==> config.mk <==
export PLATFORM = sky130hd
export DESIGN_NAME = div_unit
export DESIGN_NICKNAME = d
export VERILOG_FILES = /design/src/rtl/div_unit.sv
export SDC_FILE = /design/constraint.sdc
export NUM_CORES = 1
export LEC_CHECK = 0
export ABC_AREA = 1
export ABC_CLOCK_PERIOD_IN_PS = 9050
export CORE_MARGIN = 2
export CORE_UTILIZATION = 25
export DETAILED_ROUTE_END_ITERATION = 8
export GPL_ROUTABILITY_DRIVEN = 0
export PLACE_DENSITY_LB_ADDON = 0.3
export SLEW_MARGIN = 20
export SYNTH_ARGS = -nofsm -noshare
export SYNTH_HDL_FRONTEND = slang
export SYNTH_SLANG_ARGS = --single-unit
==> constraint.sdc <==
create_clock -name clk -period 9.05 [get_ports clk]
set_clock_uncertainty 0.05 [all_clocks]
set_input_delay 1.81 -clock clk [delete_from_list [all_inputs] [get_ports clk]]
set_output_delay 1.81 -clock clk [all_outputs]
set_load 0.02 [all_outputs]
==> src/rtl/div_unit.sv <==
// ---------------------------------------------------------------------------
// div_unit
//
// Iterative integer divider covering the RISC-V style DIV / DIVU / REM / REMU
// operations. A restoring divide runs on operand magnitudes, and the final
// sign fix-up is applied when the result is captured. Divide-by-zero and
// signed overflow (most-negative / -1) skip the iteration and finish at once.
//
// Configuration macro:
//   DIV_UNIT_RADIX4_EN - when defined, two quotient bits are retired per
//                        BUSY cycle (XLEN must be even). When undefined, the
//                        divider retires one bit per cycle.
//
// Ports:
//   clk            in   1     clock, rising edge
//   rst            in   1     asynchronous active-low reset
//   div_in_rdata1  in   XLEN  dividend
//   div_in_rdata2  in   XLEN  divisor
//   div_in_enable  in   1     level request, held high while the issuer waits
//   div_in_div_op  in   4     one-hot opcode: [0] DIV [1] DIVU [2] REM [3] REMU
//   div_out_ready  out  1     one-cycle result-valid strobe
//   div_out_result out  XLEN  quotient or remainder (held between strobes)
// ---------------------------------------------------------------------------
module div_unit #(
    parameter int XLEN = 32
) (
    input  logic            clk,
    input  logic            rst,
    input  logic [XLEN-1:0] div_in_rdata1,
    input  logic [XLEN-1:0] div_in_rdata2,
    input  logic            div_in_enable,
    input  logic [3:0]      div_in_div_op,
    output logic            div_out_ready,
    output logic [XLEN-1:0] div_out_result
);

`ifdef DIV_UNIT_RADIX4_EN
    localparam int STEPS = XLEN / 2;

    // Two bits per cycle only lines up with the operand width when it is even.
    if ((XLEN % 2) != 0) begin : gOddXlen
        $error("div_unit: XLEN must be even when DIV_UNIT_RADIX4_EN is defined");
    end
`else
    localparam int STEPS = XLEN;
`endif

    localparam int CW = $clog2(STEPS + 1);
    localparam logic [XLEN-1:0] MOST_NEG = {1'b1, {(XLEN-1){1'b0}}};

    typedef enum logic [1:0] {
        IDLE,
        BUSY,
        DONE
    } state_t;

    state_t          state_q;
    logic [XLEN-1:0] rem_q;
    logic [XLEN-1:0] quot_q;
    logic [XLEN-1:0] dvsr_q;
    logic [CW-1:0]   cnt_q;
    logic            isRem_q;
    logic            negQuot_q;
    logic            negRem_q;
    logic            ready_q;
    logic [XLEN-1:0] result_q;

    logic            opIsRem;
    logic            opIsSigned;
    logic            dividendNeg;
    logic            divisorNeg;
    logic [XLEN-1:0] dividendMag;
    logic [XLEN-1:0] divisorMag;
    logic            divByZero;
    logic            signedOverflow;
    logic [XLEN-1:0] specialResult;

    logic [XLEN-1:0] rem_d;
    logic [XLEN-1:0] quot_d;
    logic [XLEN-1:0] finalResult;

    // One restoring step: bring the next dividend bit (MSB of the quotient
    // shift register) into the partial remainder and subtract the divisor if
    // it fits. The borrow out of the XLEN+1 bit subtraction decides the bit.
    function automatic logic [2*XLEN-1:0] divStep(
        input logic [XLEN-1:0] rem,
        input logic [XLEN-1:0] quot,
        input logic [XLEN-1:0] dvsr
    );
        logic [XLEN:0] trial;
        logic [XLEN:0] diff;
        trial = {rem, quot[XLEN-1]};
        diff  = trial - {1'b0, dvsr};
        if (!diff[XLEN]) begin
            divStep = {diff[XLEN-1:0], quot[XLEN-2:0], 1'b1};
        end else begin
            divStep = {trial[XLEN-1:0], quot[XLEN-2:0], 1'b0};
        end
    endfunction

    // Opcode decode: anything that is not exactly one of the four one-hot
    // codes falls back to DIVU (unsigned quotient).
    always_comb begin
        opIsRem    = 1'b0;
        opIsSigned = 1'b0;
        case (div_in_div_op)
            4'b0001: opIsSigned = 1'b1;
            4'b0100: begin
                opIsRem    = 1'b1;
                opIsSigned = 1'b1;
            end
            4'b1000: opIsRem = 1'b1;
            default: ;
        endcase
    end

    // Operand magnitudes and the two cases that finish without iterating.
    always_comb begin
        dividendNeg    = opIsSigned & div_in_rdata1[XLEN-1];
        divisorNeg     = opIsSigned & div_in_rdata2[XLEN-1];
        dividendMag    = dividendNeg ? -div_in_rdata1 : div_in_rdata1;
        divisorMag     = divisorNeg  ? -div_in_rdata2 : div_in_rdata2;
        divByZero      = (div_in_rdata2 == '0);
        signedOverflow = opIsSigned && (div_in_rdata1 == MOST_NEG) && (div_in_rdata2 == '1);
        if (divByZero) begin
            specialResult = opIsRem ? div_in_rdata1 : '1;
        end else begin
            specialResult = opIsRem ? '0 : MOST_NEG;
        end
    end

    // Next iteration of the divider datapath, one or two steps per cycle.
    always_comb begin
        logic [2*XLEN-1:0] stepOne;
`ifdef DIV_UNIT_RADIX4_EN
        logic [2*XLEN-1:0] stepTwo;
`endif
        stepOne = divStep(rem_q, quot_q, dvsr_q);
`ifdef DIV_UNIT_RADIX4_EN
        stepTwo = divStep(stepOne[2*XLEN-1:XLEN], stepOne[XLEN-1:0], dvsr_q);
        rem_d   = stepTwo[2*XLEN-1:XLEN];
        quot_d  = stepTwo[XLEN-1:0];
`else
        rem_d   = stepOne[2*XLEN-1:XLEN];
        quot_d  = stepOne[XLEN-1:0];
`endif
    end

    // Sign fix-up applied to the values produced by the last iteration:
    // the quotient is negated when operand signs differ, the remainder
    // follows the dividend's sign.
    always_comb begin
        if (isRem_q) begin
            finalResult = negRem_q ? -rem_d : rem_d;
        end else begin
            finalResult = negQuot_q ? -quot_d : quot_d;
        end
    end

    // Control FSM with registered ready/result. DONE always lasts a single
    // cycle and ignores enable, so a held request is only re-accepted in the
    // IDLE cycle that follows. Dropping enable while BUSY abandons the work.
    always_ff @(posedge clk or negedge rst) begin
        if (!rst) begin
            state_q   <= IDLE;
            rem_q     <= '0;
            quot_q    <= '0;
            dvsr_q    <= '0;
            cnt_q     <= '0;
            isRem_q   <= 1'b0;
            negQuot_q <= 1'b0;
            negRem_q  <= 1'b0;
            ready_q   <= 1'b0;
            result_q  <= '0;
        end else begin
            case (state_q)
                IDLE: begin
                    if (div_in_enable) begin
                        if (divByZero || signedOverflow) begin
                            result_q <= specialResult;
                            ready_q  <= 1'b1;
                            state_q  <= DONE;
                        end else begin
                            rem_q     <= '0;
                            quot_q    <= dividendMag;
                            dvsr_q    <= divisorMag;
                            cnt_q     <= CW'(STEPS);
                            isRem_q   <= opIsRem;
                            negQuot_q <= dividendNeg ^ divisorNeg;
                            negRem_q  <= dividendNeg;
                            state_q   <= BUSY;
                        end
                    end
                end
                BUSY: begin
                    if (!div_in_enable) begin
                        state_q <= IDLE;
                    end else begin
                        rem_q  <= rem_d;
                        quot_q <= quot_d;
                        cnt_q  <= cnt_q - CW'(1);
                        if (cnt_q == CW'(1)) begin
                            result_q <= finalResult;
                            ready_q  <= 1'b1;
                            state_q  <= DONE;
                        end
                    end
                end
                DONE: begin
                    ready_q <= 1'b0;
                    state_q <= IDLE;
                end
                default: begin
                    ready_q <= 1'b0;
                    state_q <= IDLE;
                end
            endcase
        end
    end

    assign div_out_ready  = ready_q;
    assign div_out_result = result_q;

endmodule
==> impl_metrics.toml <==
[global_route]
track_usage_pct = 17.9
maximum_number_of_pins_on_one_net_before_global_route_repair = 96
gr-total-overflow = 0
grt_antenna_before_repair = 0
grt_pass1_vias = 13102
wire_length_of_the_first_global_routing_pass_mm = 74.3

[timing]
layout_min_cycle_time_ns = 5.93
hold-worst-slack_ns = 0.430
tightestPinTransition_ns = 1.05
max_freq_ghz = 0.168
hold_viol = 0
slew_margin_rel_pct = 29.7
fin_crit_sh_pct = 65.6
tns_ns = 0
grt_setup_unrepaired = "false"
finalSetupViolations = 0
report.final.slew_viol_count = 0

[floorplanning]
die_outline_width_um = 230
floorplan.core_area_um2 = 50300
floorplan.die.height_um = 230
initial_utilization_pct = 25.3
std_cell_rows = 82
ios = 104
die_outline_area_um2 = 52800

[worst_setup_path]
critPathKind = "in -> reg"
worstRegToRegCells = 29
reg2reg_slack_ns = 3.87
rr_endpoint = "div_out_result[30]"
crit_arrival_ns = 6.23
critical_path.reg2reg.startpoint = "quot_q[31]"
timing.critical_path.required_ns = 9.35
critical_path.startpoint_type = "primary input"
path_max_fanout = 59
type_of_destination_of_the_critical_path = "flop"

[pwr]
power.share.switching_pct = 56.7
total_switching_power_mw = 3.30
peak_supply_drop_mv = 0.207
comb_power_share_pct = 69.7
power_density_nw_per_um2 = 388
power.clock.fraction_pct = 12.6
register_share_of_total_power_pct = 17.7
cell_internal_pwr_mw = 2.51
leakage_nw = 7.47

[cts]
clock_sinks = 140
cts-htree-levels = 4
cts_buffers = 17
cts_root_buffer = "clkbuf_16"
cts_setup_buffers = 0
clk_path_buf_depth = 2
clock_tree_from_tritoncts = "done"
insertion_delay_ns = 0.46
cts.hold.buffers_added = 0
postCtsResizedCells = 0
clk_pin_slew_ns = 0.07

[run]
drv_cap = 0

[finish]
fin_nets = 2267
fin_cells = 2841
fill_cell_count = 5640
num_antenna_cells = 0
fraction_of_layout_cells_with_a_size_suffix_above_1_pct = 5.21
layout-area-overhead-vs-synth_pct = 17.6

[synth]
synthesis.instances = 2092
synth_ff_type = "dfrtp_1"
yosys-top-cells-area = "dfrtp_1 27%, nand2_1 19%, inv_1 8.2%"
syn_avg_cell_area_um2 = 6.09
ys_seq_elements = 140
ranking_of_synthesized_cells_by_instance_count = "641 x nand2_1, 277 x inv_1, 199 x nor2_1"
synthArstFlopShare_pct = 100
synth_top_area_share_pct = 27.5
yosysMostFrequentCell = "nand2_1"
synth-edff-count = 0
synth.yosys.warnings = 0
netlist_area_um2 = 12700
yosysUniqueCellTypes = 53
synth_fp_nets = 2203
synth_sequential_area_ratio_pct = 27.5
synth_area_leader_cell = "dfrtp_1"

[worst_hold_path]
hold_path_end = "div_out_result[3]"
min-delay-start = "div_out_result[3]"
number_of_cells_on_the_worst_hold_path = 2
min_path_type = "reg -> reg"

[detailed_routing]
wl_mm = 47.3
drt_first_iter_violations = 1238
drc = 0
via_count = 13832
detail_route.wl_per_cell_um = 16.7
drt.antenna.violating_nets = 0
viasPerCell = 4.87
detail_route.first_pass.iterations = 6

[outcome]
run_status = "complete, no violations"

[place]
place.port_buffers = 103
placedCellCount = 2809
detailedPlacementHpwl_mm = 36.8
-- cell type report --
class	count	area, um^2	area share, %
sequential	140	3500	23.4
timing repair buffer	114	1110	7.44
clock inverter	14	164	1.09
tap	672	841	5.61
multi-input combinational	1593	7850	52.4
clock buffer	18	429	2.86
inverter	290	1090	7.26
-- worst max-delay path by stage --
stage	endpoint	from	cells after the start
finish	cnt_q[3]	div_in_rdata1[0]	19
global route	cnt_q[5]	div_in_rdata1[1]	20
CTS	cnt_q[3]	div_in_rdata1[0]	19
detailed placement	cnt_q[3]	div_in_rdata1[0]	19
global placement	cnt_q[3]	div_in_rdata1[0]	19
floorplan	div_out_result[30]	quot_q[31]	31
-- state kept, by name (all words and copies together) (netlist names) --
name and flops:
negRem_q 1, quot_q 32, state_q 2, negQuot_q 1
cnt_q 6, rem_q 32, div_out_result 32, dvsr_q 32
div_out_ready 1, isRem_q 1
-- power by group through the flow --
stage	sequential, mW	combinational, mW	clock, mW
2_1_floorplan	1.05	2.82	0
3_3_place_gp	1.03	3.94	0
3_5_place_dp	1.03	3.98	0
4_1_cts	1.03	4.00	0.749
5_1_grt	1.05	4.52	0.774
6_report	1.03	4.05	0.732
-- stage by stage --
step	power (mW)	setup WS [ns]	area (um^2)	util (%)
after floorplan	3.87	4.92	12700	-
after global placement	4.97	2.82	14400	28.6
after detailed placement	5.01	2.77	14400	28.6
after CTS	5.77	3.24	15000	29.8
after global routing	6.35	2.66	15000	29.8
final	5.81	3.12	15000	29.8
-- cell usage in the layout (no fill, tap or decap), drive strengths merged --
master | Yosys | layout
or2 | 4 | 4
and2 | 2 | 2
a21oi | 97 | 97
clkdlybuf4s50 | 0 | 102
clkbuf | 52 | 18
or3 | 1 | 1
o22ai | 32 | 32
a22o | 1 | 1
a221oi | 1 | 1
xnor2 | 16 | 16
nor4 | 6 | 6
buf | 17 | 12
a31oi | 11 | 11
o221ai | 1 | 1
a211oi | 1 | 1
a22oi | 2 | 2
o211ai | 17 | 17
a21o | 1 | 1
o21ai | 194 | 194
nor3 | 43 | 43
clkinvlp | 0 | 3
fa | 1 | 1
ha | 39 | 39
o21a | 1 | 1
xor2 | 34 | 34
nand4 | 36 | 36
o21bai | 7 | 7
o31ai | 5 | 5
clkinv | 2 | 8
nand3 | 158 | 158
dfrtp | 140 | 140
inv | 288 | 291
nor2 | 207 | 207
bufinv | 0 | 2
nand3b | 10 | 10
nand2 | 665 | 665
-- critical path, stage by stage --
cell             delay, ns
clkdlybuf4s50_1       0.44
inv_1                 0.09
ha_1                  0.16
inv_1                 0.05
nor3_1                0.44
nand3_1               0.25
nor3_2                0.26
inv_1                 0.09
nor4_1                0.37
nand4_1               0.20
nand2_1               0.10
nand2_1               0.05
nand3_1               0.55
inv_2                 0.44
buf_4                 0.45
nand3_1               0.15
inv_1                 0.07
o21ai_0               0.14
a21oi_1               0.06
-- cell families (layout without fill, tap and decap cells) --
group                      Yosys count  in the layout  synth area share (%)
adders and majority gates           40             40                  3.99
DFF                                140            140                  27.5
and+or+nand+nor                   1132           1132                  37.8
buffers and inverters              359            436                  11.0
xor gates and xnor gates            50             50                  3.44
AOI/OAI and AO/OA                  371            371                  16.3
-- layer usage --
layer  global-route usage [%]  vias to the layer above  wire, um
met5                        0                        -         0
met4                     6.53                        0      1380
met3                     2.75                       65      2400
met2                     29.2                      425     21900
met1                     24.0                     6443     21700
li1                         -                     6899         -
Note: power is estimated with default switching activity, not from simulation.
